## config.mk

```make
export PLATFORM = sky130hd
export DESIGN_NAME = rnn_seq_ctrl
export DESIGN_NICKNAME = d
export VERILOG_FILES = /design/src/rtl/rnn_seq_ctrl.sv
export SDC_FILE = /design/constraint.sdc
export NUM_CORES = 1
export LEC_CHECK = 0
export BUFFER_PORTS_ARGS = -buffer_cell sky130_fd_sc_hd__buf_2
export CAP_MARGIN = 20
export CORE_MARGIN = 2
export CORE_UTILIZATION = 52
export CTS_CLUSTER_DIAMETER = 120
export DETAILED_ROUTE_END_ITERATION = 7
export PLACE_DENSITY = 0.86
export SYNTH_ARGS = -nofsm -noshare
export SYNTH_HDL_FRONTEND = slang
export SYNTH_SLANG_ARGS = --single-unit
```

## constraint.sdc

```tcl
create_clock -name clk -period 5.2 [get_ports clk]
set_input_delay 1.04 -clock clk [delete_from_list [all_inputs] [get_ports clk]]
set_output_delay 1.04 -clock clk [all_outputs]
set_load 0.05 [all_outputs]
```

## src/rtl/rnn_seq_ctrl.sv

```systemverilog
// rnn_seq_ctrl: sequences input words from a buffer to an RNN datapath.
// The controller waits for the RNN to request each word index, fetches it, presents it,
// then waits for the RNN result, with a per-state timeout that lands in a sticky ERR.
// Ports:
//   clk, rst_n          clock, async active-low reset
//   start, num_words    begin an inference of num_words words
//   mem_rd_en/addr/rdata  input buffer read port (1-cycle latency)
//   rnn_din_index       next index requested by the RNN
//   rnn_din, rnn_valid  word presented to the RNN
//   rnn_done, rnn_dout  RNN result strobe and data
//   result, result_valid, busy, timeout_err  status/result outputs
module rnn_seq_ctrl #(
    parameter logic [15:0] TIMEOUT_CYCLES = 16'd4096
) (
    input  logic        clk,
    input  logic        rst_n,
    input  logic        start,
    input  logic [7:0]  num_words,
    output logic        mem_rd_en,
    output logic [7:0]  mem_addr,
    input  logic [31:0] mem_rdata,
    input  logic [7:0]  rnn_din_index,
    output logic [31:0] rnn_din,
    output logic        rnn_valid,
    input  logic        rnn_done,
    input  logic [31:0] rnn_dout,
    output logic [31:0] result,
    output logic        result_valid,
    output logic        busy,
    output logic        timeout_err
);

    typedef enum logic [2:0] {
        IDLE,
        WAIT_IDX,
        FETCH,
        PRESENT,
        WAIT_DONE,
        ERR
    } state_t;

    state_t      state;
    state_t      state_nx;
    logic [7:0]  sent_cnt;
    logic [7:0]  sent_nx;
    logic [7:0]  num_lat;
    logic [15:0] tmo_cnt;
    logic        start_ok;
    logic        tmo_hit;
    logic        done_ok;

    assign start_ok = start && (num_words != 8'd0) &&
                      ((state == IDLE) || (state == ERR));
    assign sent_nx  = sent_cnt + 8'd1;
    // Fires on the cycle whose increment would reach the limit, so the
    // controller spends exactly TIMEOUT_CYCLES cycles in a waiting state.
    assign tmo_hit  = (tmo_cnt + 16'd1) == TIMEOUT_CYCLES;
    assign done_ok  = (state == WAIT_DONE) && rnn_done;

    always_comb begin
        state_nx = state;
        unique case (state)
            IDLE, ERR: begin
                if (start_ok) state_nx = WAIT_IDX;
            end
            WAIT_IDX: begin
                if (rnn_din_index == sent_cnt) state_nx = FETCH;
                else if (tmo_hit)              state_nx = ERR;
            end
            FETCH: state_nx = PRESENT;
            PRESENT: begin
                if (sent_nx == num_lat) state_nx = WAIT_DONE;
                else                    state_nx = WAIT_IDX;
            end
            WAIT_DONE: begin
                // A result arriving on the timeout cycle still counts.
                if (rnn_done)     state_nx = IDLE;
                else if (tmo_hit) state_nx = ERR;
            end
            default: state_nx = IDLE;
        endcase
    end

    assign mem_rd_en = (state == FETCH);
    assign mem_addr  = mem_rd_en ? sent_cnt : 8'd0;
    assign rnn_valid = (state == PRESENT);
    assign rnn_din   = rnn_valid ? mem_rdata : 32'd0;
    assign busy      = (state == WAIT_IDX) || (state == FETCH) ||
                       (state == PRESENT) || (state == WAIT_DONE);

    always_ff @(posedge clk or negedge rst_n) begin
        if (!rst_n) begin
            state        <= IDLE;
            sent_cnt     <= 8'd0;
            num_lat      <= 8'd0;
            tmo_cnt      <= 16'd0;
            timeout_err  <= 1'b0;
            result       <= 32'd0;
            result_valid <= 1'b0;
        end else begin
            state        <= state_nx;
            result_valid <= done_ok;
            if (start_ok) begin
                num_lat  <= num_words;
                sent_cnt <= 8'd0;
            end else if (state == PRESENT) begin
                sent_cnt <= sent_nx;
            end
            if (state_nx != state) begin
                tmo_cnt <= 16'd0;
            end else if ((state == WAIT_IDX) || (state == WAIT_DONE)) begin
                tmo_cnt <= tmo_cnt + 16'd1;
            end
            if (start_ok) begin
                timeout_err <= 1'b0;
            end else if ((state_nx == ERR) && (state != ERR)) begin
                timeout_err <= 1'b1;
            end
            if (done_ok) begin
                result <= rnn_dout;
            end
        end
    end

endmodule

```

==> results of run 1 <==
-- stage by stage --
stage | cell area (um^2) | instances | power (mW) | setup slack, ns
after floorplan | 3810 | 369 | 0.943 | 1.88
after global placement | 4640 | 607 | 1.02 | 2.24
after detailed placement | 4640 | 607 | 1.05 | 2.11
after CTS | 4870 | 623 | 1.55 | 1.73
after global routing | 4870 | 623 | 1.63 | 1.53
final | 4870 | 623 | 1.55 | 1.72
-- cell usage in the layout (no fill, tap or decap), types with 3 or more instances in the layout --
master and instances:
sky130_fd_sc_hd__and2_1 41, sky130_fd_sc_hd__and3_1 7, sky130_fd_sc_hd__nor3_1 6, sky130_fd_sc_hd__nand3_1 12, sky130_fd_sc_hd__dfrtp_1 69, sky130_fd_sc_hd__a311oi_1 3
sky130_fd_sc_hd__or3_1 5, sky130_fd_sc_hd__o21ai_0 9, sky130_fd_sc_hd__inv_1 4, sky130_fd_sc_hd__clkbuf_8 9, sky130_fd_sc_hd__nand2_1 19, sky130_fd_sc_hd__mux2_2 40
sky130_fd_sc_hd__nand4_1 12, sky130_fd_sc_hd__xnor2_1 26, sky130_fd_sc_hd__a21oi_1 6, sky130_fd_sc_hd__nor2_1 33, sky130_fd_sc_hd__nor4_1 6, sky130_fd_sc_hd__xor2_1 17
sky130_fd_sc_hd__buf_2 160
-- state kept, by name (all words and copies together) (netlist names) --
name and cells:
result 32, tmo_cnt 16, num_lat 8, sent_cnt 8, state 3, result_valid 1
timeout_err 1
-- final timing paths --
check / cells past startpoint / slack [ns] / start / to
max reg2reg: 8 / 2.17 / tmo_cnt[0] / tmo_cnt[5]
min reg2reg: 1 / 0.50 / result[11] / result[11]
max: 4 / 1.72 / state[2] / rnn_din[26]
min in group asynchronous: 1 / 0.81 / rst_n / result[15]
max in group asynchronous: 2 / 3.49 / rst_n / result[13]
min: 1 / 0.50 / result[11] / result[11]
-- logic make-up after synthesis --
| kind of cell | synth area share (%) |
|---|---|
| compound gates | 7.10 |
| xor+xnor | 9.89 |
| buf+inv | 3.39 |
| mux | 12.1 |
| simple gates | 21.5 |
| flops | 45.4 |
| fa+ha+maj | 0.657 |
-- cell type report --
cell class,instances,share of cell area [%]
clock buffer,9,2.54
inverter,5,0.385
tap,99,2.54
multi-input combinational,272,40.1
clock inverter,7,2.18
timing repair buffer,162,16.7
sequential,69,35.4
-- power groups by stage --
stage,clock [mW],combinational [mW],sequential (mW)
final,0.499,0.351,0.697
after global routing,0.529,0.393,0.709
after CTS,0.504,0.351,0.694
after detailed placement,0,0.347,0.704
after global placement,0,0.326,0.699
after floorplan,0,0.284,0.659
-- critical path, delay by kind of cell (launching register included) --
kind / cells / cell delay [ns]
buf+inv: 2 / 0.82
simple gates: 2 / 0.71
flops: 1 / 0.55
-- per-layer routing --
| metal | track usage (%) | wire length (um) | vias up | share of wire, % |
|---|---|---|---|---|
| met5 | 0 | 0 | - | 0 |
| li1 | - | - | 1582 | - |
| met2 | 40.0 | 5050 | 65 | 53 |
| met4 | 5.43 | 116 | 0 | 1.2 |
| met1 | 32.2 | 4010 | 1596 | 42 |
| met3 | 6.19 | 286 | 10 | 3.0 |
==> results.md, run 1 <==
- The run finished with clean final reports.
- The category of the worst setup path capture point is an output pin.
- The area used by multi-input combinational logic is 0.00196 mm^2.
- The clock drives 69 sinks.
- The register area is 0.00173 mm^2.
- The arrival time of data at the critical path endpoint is 2.44 ns.
- From bottom edge to top edge, the die measures 89.6 um.
- Hold repair after CTS inserted 0 buffers.
- The number of antenna cells inserted is 0.
- The critical path goes through or2_2 > clkinv_1 > and2_1 > buf_2.
- The critical path class is flip-flop to output pin.
- The fraction of power consumed by the clock network is 32.2%.
- The static leakage power is 2.56 nW.
- The internal power contribution is 1.05 mW.
- The number of clock buffers added by TritonCTS is 9.
- The wire length reported by the detailed router is 9.47 mm.
- The number of distinct library cells after synthesis is 48.
- The count of nets after finishing is 605.
- The relative max-transition margin is 29.6%.
- The hold violation count in the final report is 0.
- The number of storage elements in the synthesis netlist is 69.
- By area the synthesized netlist is led by sky130_fd_sc_hd__dfrtp_1 (45%), sky130_fd_sc_hd__mux2_2 (12%), sky130_fd_sc_hd__and2_1 (6.7%).
- The number of gates given a new drive strength after cts is 0.
- After filler insertion, the fill cell instance count of the layout stands at 553.
- Entering global routing, the biggest net connects 42 pins.
- The buffer levels on the longest clock path is 2.
- The root buffer cell is sky130_fd_sc_hd__clkbuf_8.
- The ratio of cells with drive above 1 in the final layout is 43.5%.
- The number of enable-type register cells in the synthesized netlist is 0.
- After synthesis, flip-flops and latches occupy 45.4% of the total area.
- The number of global-route vias before repair came to 3122.
- The aggregate global routing overflow is 0.
- The cell count after synthesis is 369.
- The residual DRC count is 0.
- The required arrival time at the worst endpoint is 4.16 ns.
- The prevailing post-synth register cell is sky130_fd_sc_hd__dfrtp_1.
- The post-synthesis cell type with the largest combined area is sky130_fd_sc_hd__dfrtp_1.
- The initial antenna violation count came to 0.
- The worst hold path belongs to the class flip-flop to flip-flop.
- The remaining antenna violation count is 0.
- The max-slew violation count is 0.
- The region available for standard cell placement spans 0.00718 mm^2.
- From synthesis to final layout, the design area changed by 28.0%.
- The floorplan die width is 89.6 um.
- The fraction of synthesized cell area taken by the top area cell type is 45.4%.
- The dominant cell by count in the synthesized netlist is sky130_fd_sc_hd__dfrtp_1.
- The routed via count divided by cell count is 5.22.
- Port buffering added 160 buffers.
- The first global-routing pass estimated 14.9 mm of wire.
- The first detailed-routing pass took 4 iterations.
- The mapped netlist covers 0.00381 mm^2.
- The clock-pin slew reported for the worst setup and hold paths after clock tree synthesis is 0.08 ns.
- Ranked by instance count, the synthesized netlist is headed by sky130_fd_sc_hd__dfrtp_1 (69), sky130_fd_sc_hd__and2_1 (41), sky130_fd_sc_hd__mux2_2 (40).
- Dividing total power by cell area gives a power density of 318 mW/mm^2.
- In this run the mean area of a mapped cell was 10.3 um^2.
- For the worst-skew pair, the clock arrives at the later sink with an insertion delay of 0.35 ns.
- TritonCTS built the clock tree.
- The H-tree was split into 3 levels.
- The post-layout utilization of the core is 67.9%.
- The total negative slack is 0 ns.
- Setup repair after global routing left no endpoint under its margin.
- The floorplan die area is 0.00802 mm^2.
- The total number of vias is 3253.
- Sequential cells burn 45.0% of the power.
- Timing would allow up to 0.288 GHz.
- Detailed placement finished with a half-perimeter wire length of 7.14 mm.
- Routability-driven placement finished with a final weighted congestion of 0.895.
- The count of synthesis-stage warnings from yosys is 0.
- Combinational logic is responsible for 22.7% of the overall power.
- The number of core rows is 31.
- Max-cap violations in this run came to 0.
- IR analysis of the VDD net gives a maximum drop of 263 uV.
- The slowest stage of the critical path is the sky130_fd_sc_hd__clkinv_1 cell.
- Clock skew on the completed layout was measured at 0.00752 ns.
- The final critical path time including I/O delays and setup is 3.48 ns.
- The analysis attributes to net switching a power of 0.500 mW.
- In the final routed layout, each cell accounts on average for 15.2 um.
- The number of top-level design ports is 161.
- The switching portion of total power is 32.3%.
- The worst hold slack across all endpoints is 0.504 ns.
- The maximum fanout count along the critical path is 37.
- Global routing used 24.2% of the available tracks across all layers.
- After clock tree synthesis, the setup repair step added 0 buffers.
- STA classifies the critical path startpoint as a flip-flop.
- The transition time of the tightest slew-check pin is 1.05 ns.
- Once the floorplan was initialized, standard cells occupied 53.0% of the core.
- Setup violations remaining at the end of the flow were counted as 0.
- The fraction of registers with async set/reset is 100%.
- The peak per-stage delay on the critical path is 0.60 ns.
- When the netlist entered floorplanning its net count stood at 455.
- The detailed router finished its first iteration with 161 violations.
- The share of the cycle needed by the critical path after routing is 66.8%.
Power figures use the tool's default switching activity.
==> run 2: changes to the inputs <==
CORE_UTILIZATION = 44   (was 52)
PLACE_DENSITY = 0.77   (was 0.86)
clock period = 2.98 ns   (was 5.2 ns; I/O delays follow)
==> results.md, run 2 (same netlist as run 1, synthesis figures left out) <==
- The register with the most flip-flops in the final layout is result.
- The worst setup path is captured at a flip-flop.
- Routability-driven placement finished with a final weighted congestion of 0.851.
- The number of global-route vias before repair came to 3370.
- The die is 97.0 um tall.
- At the later pin of the worst-skew pair, clock insertion delay measures 0.35 ns.
- Static timing analysis puts the maximum clock frequency at 0.373 GHz.
- The TritonCTS clock tree is built.
- The sum of net half-perimeters after detailed placement is 6.81 mm.
- The launch instance of the worst register-to-register path is tmo_cnt[0].
- The area growth from synthesis to layout is 30.0%.
- The required arrival time at the worst endpoint is 3.21 ns.
- The register with the most flip-flops in the layout has 32 of them.
- The floorplan has 33 rows.
- The post-layout utilization of the core is 59.6%.
- Detailed routing inserted a total of 3287 vias.
- For this run, the post-layout net count is 611.
- The max-slew violation count was 0.
- VDD sags by at most 355 uV.
- The share of the cycle needed by the critical path after routing is 90.0%.
- The floorplan die area is 0.00941 mm^2.
- The initial utilization of the core area, before any placement, comes to 45.9%.
- In this run the worst path has a maximum fanout of 7.
- The pre-antenna-repair detailed-routing pass consisted of 4 iterations.
- The routed via count divided by cell count is 5.18.
- The number of clock buffers added by TritonCTS is 9.
- Pin placement for this block handled 161 I/O pins.
- Setup repair after global routing left no endpoint under its margin.
- The initial antenna violation count is 0.
- The core region is 0.00830 mm^2.
- In the layout the commonest cells are sky130_fd_sc_hd__buf_2 (160), sky130_fd_sc_hd__dfrtp_1 (69), sky130_fd_sc_hd__and2_1 (41), sky130_fd_sc_hd__mux2_2 (40), sky130_fd_sc_hd__nor2_1 (33).
- Across all register-to-register paths, the minimum setup slack is 0.30 ns.
- The met1 track demand over resource is 23.1%.
- The static leakage power is 2.60 nW.
- The worst hold path belongs to the class input port to async pin.
- The root buffer cell is sky130_fd_sc_hd__clkbuf_8.
- The clock skew after layout is 0.0130 ns.
- The total negative slack is 0 ns.
- The number of antenna cells inserted is 0.
- The wire length reported by the detailed router is 8.99 mm.
- The fraction of met3 tracks used by global routing is 5.42%.
- In the global route stage, met2 resource usage came out at 33.7%.
- In the global route stage, overall resource usage came out at 19.3%.
- The category of the worst setup path launch point is a flip-flop.
- The buffer levels on the longest clock path is 2.
- The floorplan die width is 97.0 um.
- The design draws 2.73 mW.
- The post-route netlist has 44.3% of its cells at a drive strength greater than 1.
- The total clock sinks is 69.
- The remaining antenna violation count is 0.
- The most common library cell in the layout ignoring fill and taps is sky130_fd_sc_hd__buf_2.
- The clock-pin slew reported for the worst setup and hold paths after clock tree synthesis is 0.09 ns.
- In this run the tool buffered the top-level ports with 160 buffer cells.
- Data on the critical path arrives at its endpoint at 2.91 ns.
- The areal power density over the cells is 551 mW/mm^2.
- The hold violation count in the final report came to 0.
- The transition time of the tightest slew-check pin is 0.714 ns.
- The global routing stage identified its most utilized layer as met2.
- In this run the tightest slew margin relative to its limit is 51.8%.
- The first global-routing pass estimated 15.1 mm of wire.
- Entering global routing, the biggest net connects 44 pins.
- The run finished with clean final reports.
- The number of design-rule violations left by the first detailed-router iteration is 135.
- The H-tree was split into 3 levels.
- The final number of setup-violating endpoints is 0.
- The aggregate global routing overflow is 0.
- The endpoint identified for the worst register-to-register timing path is tmo_cnt[14].
- After detailed routing, the number of remaining DRC violations is 0.
- Across the run, the number of max-cap violations was 0.
- In the final layout, the registers with the most flip-flops are result: 32 flops, tmo_cnt: 16 flops.
- The critical path class is flip-flop to flip-flop.
- The final critical path time including I/O delays and setup is 2.68 ns.
- Measured in cells, the most critical reg-to-reg path has a length of 9.
- In the final routed layout, each cell accounts on average for 14.2 um.
-- run 2: repair_timing --
action                     4_1_cts  5_1_grt
resized for setup                1        0
pin swaps                        0        1
setup endpoints to repair        3       16
setup buffers                    0        2
gates cloned                     0        0
hold buffers                     0        0
-- run 2: metrics by stage --
stage | setup slack, ns | hold slack (ns) | std cells | instance area [um^2]
floorplan | 0.104 | 0.300 | 369 | 3810
global placement | 0.254 | 0.486 | 617 | 4690
detailed placement | 0.164 | 0.490 | 617 | 4690
CTS | 0.159 | 0.264 | 633 | 4920
global route | 0.158 | 0.296 | 635 | 4950
finish | 0.299 | 0.255 | 635 | 4950
-- run 2: worst max-delay path by stage --
stage	start	end
finish	tmo_cnt[0]	tmo_cnt[14]
global route	tmo_cnt[0]	tmo_cnt[14]
CTS	tmo_cnt[0]	tmo_cnt[3]
detailed placement	tmo_cnt[0]	tmo_cnt[3]
global placement	tmo_cnt[0]	tmo_cnt[3]
floorplan	state[1]	rnn_din[22]
-- run 2: where the power goes --
part           total (mW)  internal, mW  switching, mW
Sequential           1.19          1.05          0.144
Clock               0.867         0.484          0.383
Combinational       0.671         0.337          0.334
-- run 2: cell type report --
type	instances	area [um^2]
Multi-Input combinational cell	272	1960
Timing Repair Buffer	168	886
Clock buffer	9	124
Sequential cell	69	1730
Fill cell	685	3350
Tap cell	105	131
Inverter	5	20.0
Clock inverter	7	105
-- run 2: metal layers --
metal	share of wire (%)	vias up
met5	0	-
met3	5.8	16
met2	53	112
met4	1.7	0
met1	40	1570
li1	-	1589
-- run 2: worst max-delay path, stage by stage, from the launching register on --
cell and delay, ns:
sky130_fd_sc_hd__dfrtp_1 0.46, sky130_fd_sc_hd__ha_1 0.25, sky130_fd_sc_hd__and4_4 0.16, sky130_fd_sc_hd__a211o_1 0.29, sky130_fd_sc_hd__a2111o_1 0.44, sky130_fd_sc_hd__a2111oi_4 0.40
sky130_fd_sc_hd__o211ai_2 0.17, sky130_fd_sc_hd__a21oi_4 0.20, sky130_fd_sc_hd__buf_4 0.16, sky130_fd_sc_hd__nor2_1 0.04
==> run 3: changes to the inputs <==
ABC_AREA = 1   (was not set)
==> results.md, run 3 <==
- The flow ran to the end, and the final reports show no timing, DRC or antenna violations.
- The critical path class is flip-flop to output pin.
- The most common library cell in the layout ignoring fill and taps is sky130_fd_sc_hd__buf_2.
- The count of synthesis-stage warnings from yosys is 0.
- At the pin with the least slew margin, the transition time is 0.726 ns.
- STA puts the critical path data required time at 2.38 ns.
- The clock network burns 28.6% of the power.
- STA classifies the critical path startpoint as a flip-flop.
- IR analysis of the VDD net gives a maximum drop of 369 uV.
- The clock-pin slew reported for the worst setup and hold paths after clock tree synthesis is 0.09 ns.
- The final critical path time including I/O delays and setup is 2.68 ns.
- In the final layout, flip-flops and latches occupy 0.00173 mm^2.
- For the final routed database, the setup TNS stands at 0 ns.
- The number of buffers inserted for hold repair after clock tree synthesis is 0.
- Headroom to the max-slew limit came out at 51.6%.
- The starting density of the core is 45.4%.
- The internal power contribution is 1.88 mW.
- Of the cells placed in the final design, the portion with a size suffix greater than 1 is 34.7%.
- After detailed routing, the number of remaining DRC violations is 0.
- The root buffer cell is sky130_fd_sc_hd__clkbuf_8.
- The clock skew after layout is 0.0109 ns.
- Yosys attributes the largest share of cell area to sky130_fd_sc_hd__dfrtp_1 (43%), sky130_fd_sc_hd__nand2_1 (12%), sky130_fd_sc_hd__mux2_2 (9.1%).
- For the worst-skew pair, the clock arrives at the later sink with an insertion delay of 0.35 ns.
- The synthesized design devotes to its leading area cell type 43.4% of total area.
- The floorplan die height is 99.1 um.
- The total power of the final layout is 3.06 mW.
- The synthesized area per cell is 7.55 um^2.
- The first detailed-routing pass took 5 iterations.
- Dividing the detail-routed wire length by the instance count gives 12.9 um.
- The maximum number of pins on one net before global-route repair is 41.
- The hold violation count in the final report is 0.
- The global-route wire length before repair is 17.2 mm.
- The number of core rows is 34.
- The portion of total power attributed to sequential cells is 39.2%.
- The wire length reported by the detailed router is 10.4 mm.
- The count of buffers inserted at the top-level ports is 160.
- Pin placement for this block handled 161 I/O pins.
- On the worst path, the slowest cell contributes a delay of 0.40 ns.
- For this block, the initial DRC count from the detailed router was 204.
- The routed via count divided by cell count is 4.90.
- The cell type with the highest occurrence count on the critical path is sky130_fd_sc_hd__inv_1.
- The core region is 0.00876 mm^2.
- The number of H-tree branching levels is 3.
- In the final layout, the registers with the most flip-flops are result: 32 flops, tmo_cnt: 16 flops.
- The commonest cells after synthesis are sky130_fd_sc_hd__nand2_1 (125), sky130_fd_sc_hd__inv_1 (94), sky130_fd_sc_hd__nor2_1 (75).
- The areal power density over the cells is 596 mW/mm^2.
- For this design, the sink count on the clock tree is 69.
- The max-slew violation count is 0.
- After routing the design area is 0.00513 mm^2.
- The area used by multi-input combinational logic is 0.00184 mm^2.
- Yosys mapped a number of flops with a built-in enable equal to 0.
- The initial antenna violation count came to 0.
- The worst hold-check path type is input port to async pin.
- The category of the worst setup path capture point is an output pin.
- Combinational logic burns 32.1% of the power.
- The number of storage elements in the synthesis netlist is 69.
- The floorplan die width is 99.1 um.
- Counting flops per register, the top entry is result.
- Traced cell by cell, the critical path runs through inv_1 > nand2_1 > nor2_2 > inv_1 > buf_4 > nand4_1 > buf_2.
- The clock passes through at most 2 buffers.
- In the post-synthesis netlist, the cell with the most instances is sky130_fd_sc_hd__nand2_1.
- Once the clock tree was built, the setup fixing pass inserted 0 buffers.
- The number of gates given a new drive strength after cts is 0.
- For this design, the slowest cell found on the critical path is sky130_fd_sc_hd__dfrtp_1.
- The cell count after synthesis is 527.
- The HPWL after detailed placement is 7.85 mm.
- Among all flip-flop cells after synthesis, the most frequent one is sky130_fd_sc_hd__dfrtp_1.
- The area of the mapped netlist is 0.00398 mm^2.
- The TritonCTS clock tree is built.
- The post-synthesis cell type with the largest combined area is sky130_fd_sc_hd__dfrtp_1.
- The register with the most flip-flops in the layout has 32 of them.
- In the layout the commonest cells are sky130_fd_sc_hd__buf_2 (160), sky130_fd_sc_hd__nand2_1 (125), sky130_fd_sc_hd__inv_1 (94), sky130_fd_sc_hd__nor2_1 (73), sky130_fd_sc_hd__dfrtp_1 (69).
- In this run the remaining antenna-violating nets after routing total 0.
- In this run the static leakage power is 2.93 nW.
- The post-synth net total is 613.
- The final number of setup-violating endpoints is 0.
- The count of nets after finishing is 776.
- The tool flagged a number of max-cap violations equal to 0.
- The number of fill cells is 781.
- Setup repair after global routing left no endpoint under its margin.
- Clock tree synthesis inserted a total of 9 buffers.
- Sequential elements use 43.4% of the synthesized area.
- The total number of vias is 3933.
- The cell area after placement is 0.00490 mm^2.
- The upper clock frequency limit is 0.373 GHz.
- The worst path uses 90.0% of the clock period.
- Of all nets on the critical path, the largest fanout is 40.
- The global-route usage over all layers is 21.3%.
- The synthesis-to-finish area growth is 28.9%.
- The global placer's final weighted congestion is 0.896.
- After synthesis, the share of flip-flops with an asynchronous set or reset is 100%.
- The floorplan step defined a die boundary enclosing 0.00982 mm^2.
- At the worst endpoint, the arrival time is 2.09 ns.
- In this run switching power makes up 38.5% of total power.
- The number of antenna cells inserted is 0.
- The analysis attributes to net switching a power of 1.18 mW.
- The number of distinct library cells after synthesis is 34.
- After global routing the overflow that remains totals 0.
- The number of global-route vias before repair is 3817.
-- run 3: path summary, 6_finish.rpt --
check	from	end	slack [ns]	cells after the start
worst max-delay path	state[2]	busy	0.30	7
worst max register to register	tmo_cnt[0]	tmo_cnt[11]	0.63	16
worst min register to register	timeout_err	timeout_err	0.50	1
max in group asynchronous	rst_n	tmo_cnt[4]	2.02	2
min in group clk	num_words[0]	num_lat[0]	0.47	3
worst min-delay path	rst_n	sent_cnt[2]	0.30	1
-- run 3: logic make-up after synthesis --
group / Yosys count / synth area share, %
AND/OR/NAND/NOR: 273 / 30.0
buffers and inverters: 107 / 10.6
flip-flops: 69 / 43.4
AO/OA/AOI/OAI: 41 / 5.75
multiplexers: 32 / 9.05
XOR/XNOR: 3 / 0.660
adder cells (fa/ha/maj): 2 / 0.629
-- run 3: critical path: cells and delay by family, from the launching register on --
family,cells,cell delay [ns]
and+or+nand+nor,3,0.60
DFF,1,0.40
buffers and inverters,4,0.74
-- run 3: per-stage QoR --
step                      instances  util, %  hold slack [ns]  setup slack [ns]
final                           803     58.5            0.303             0.297
after global routing            803     58.5            0.346             0.170
after CTS                       803     58.5            0.324             0.300
after detailed placement        787     55.9            0.475             0.684
after global placement          787     55.9            0.484             0.710
after floorplan                 527        -            0.300            0.0140
-- run 3: layout make-up --
type / instances / area share (%)
tap: 108 / 2.63
multi-input combinational: 351 / 35.8
inverter: 95 / 6.95
timing repair buffer: 164 / 16.4
sequential: 69 / 33.7
clock inverter: 7 / 2.07
clock buffer: 9 / 2.41
-- run 3: per-layer routing --
layer / share of wire, % / up-vias / global-route usage, %
met5: 0 / - / 0
met4: 1.3 / 0 / 6.85
met3: 6.2 / 14 / 4.85
met2: 49 / 151 / 34.9
met1: 43 / 1802 / 28.3
li1: - / 1966 / -
-- run 3: power by group through the flow --
stage | sequential (mW) | clock [mW] | combinational, mW
after CTS | 1.20 | 0.891 | 0.982
after global routing | 1.22 | 0.940 | 1.09
after detailed placement | 1.21 | 0 | 0.973
final | 1.20 | 0.876 | 0.983
after floorplan | 1.26 | 0 | 0.695
after global placement | 1.21 | 0 | 0.949
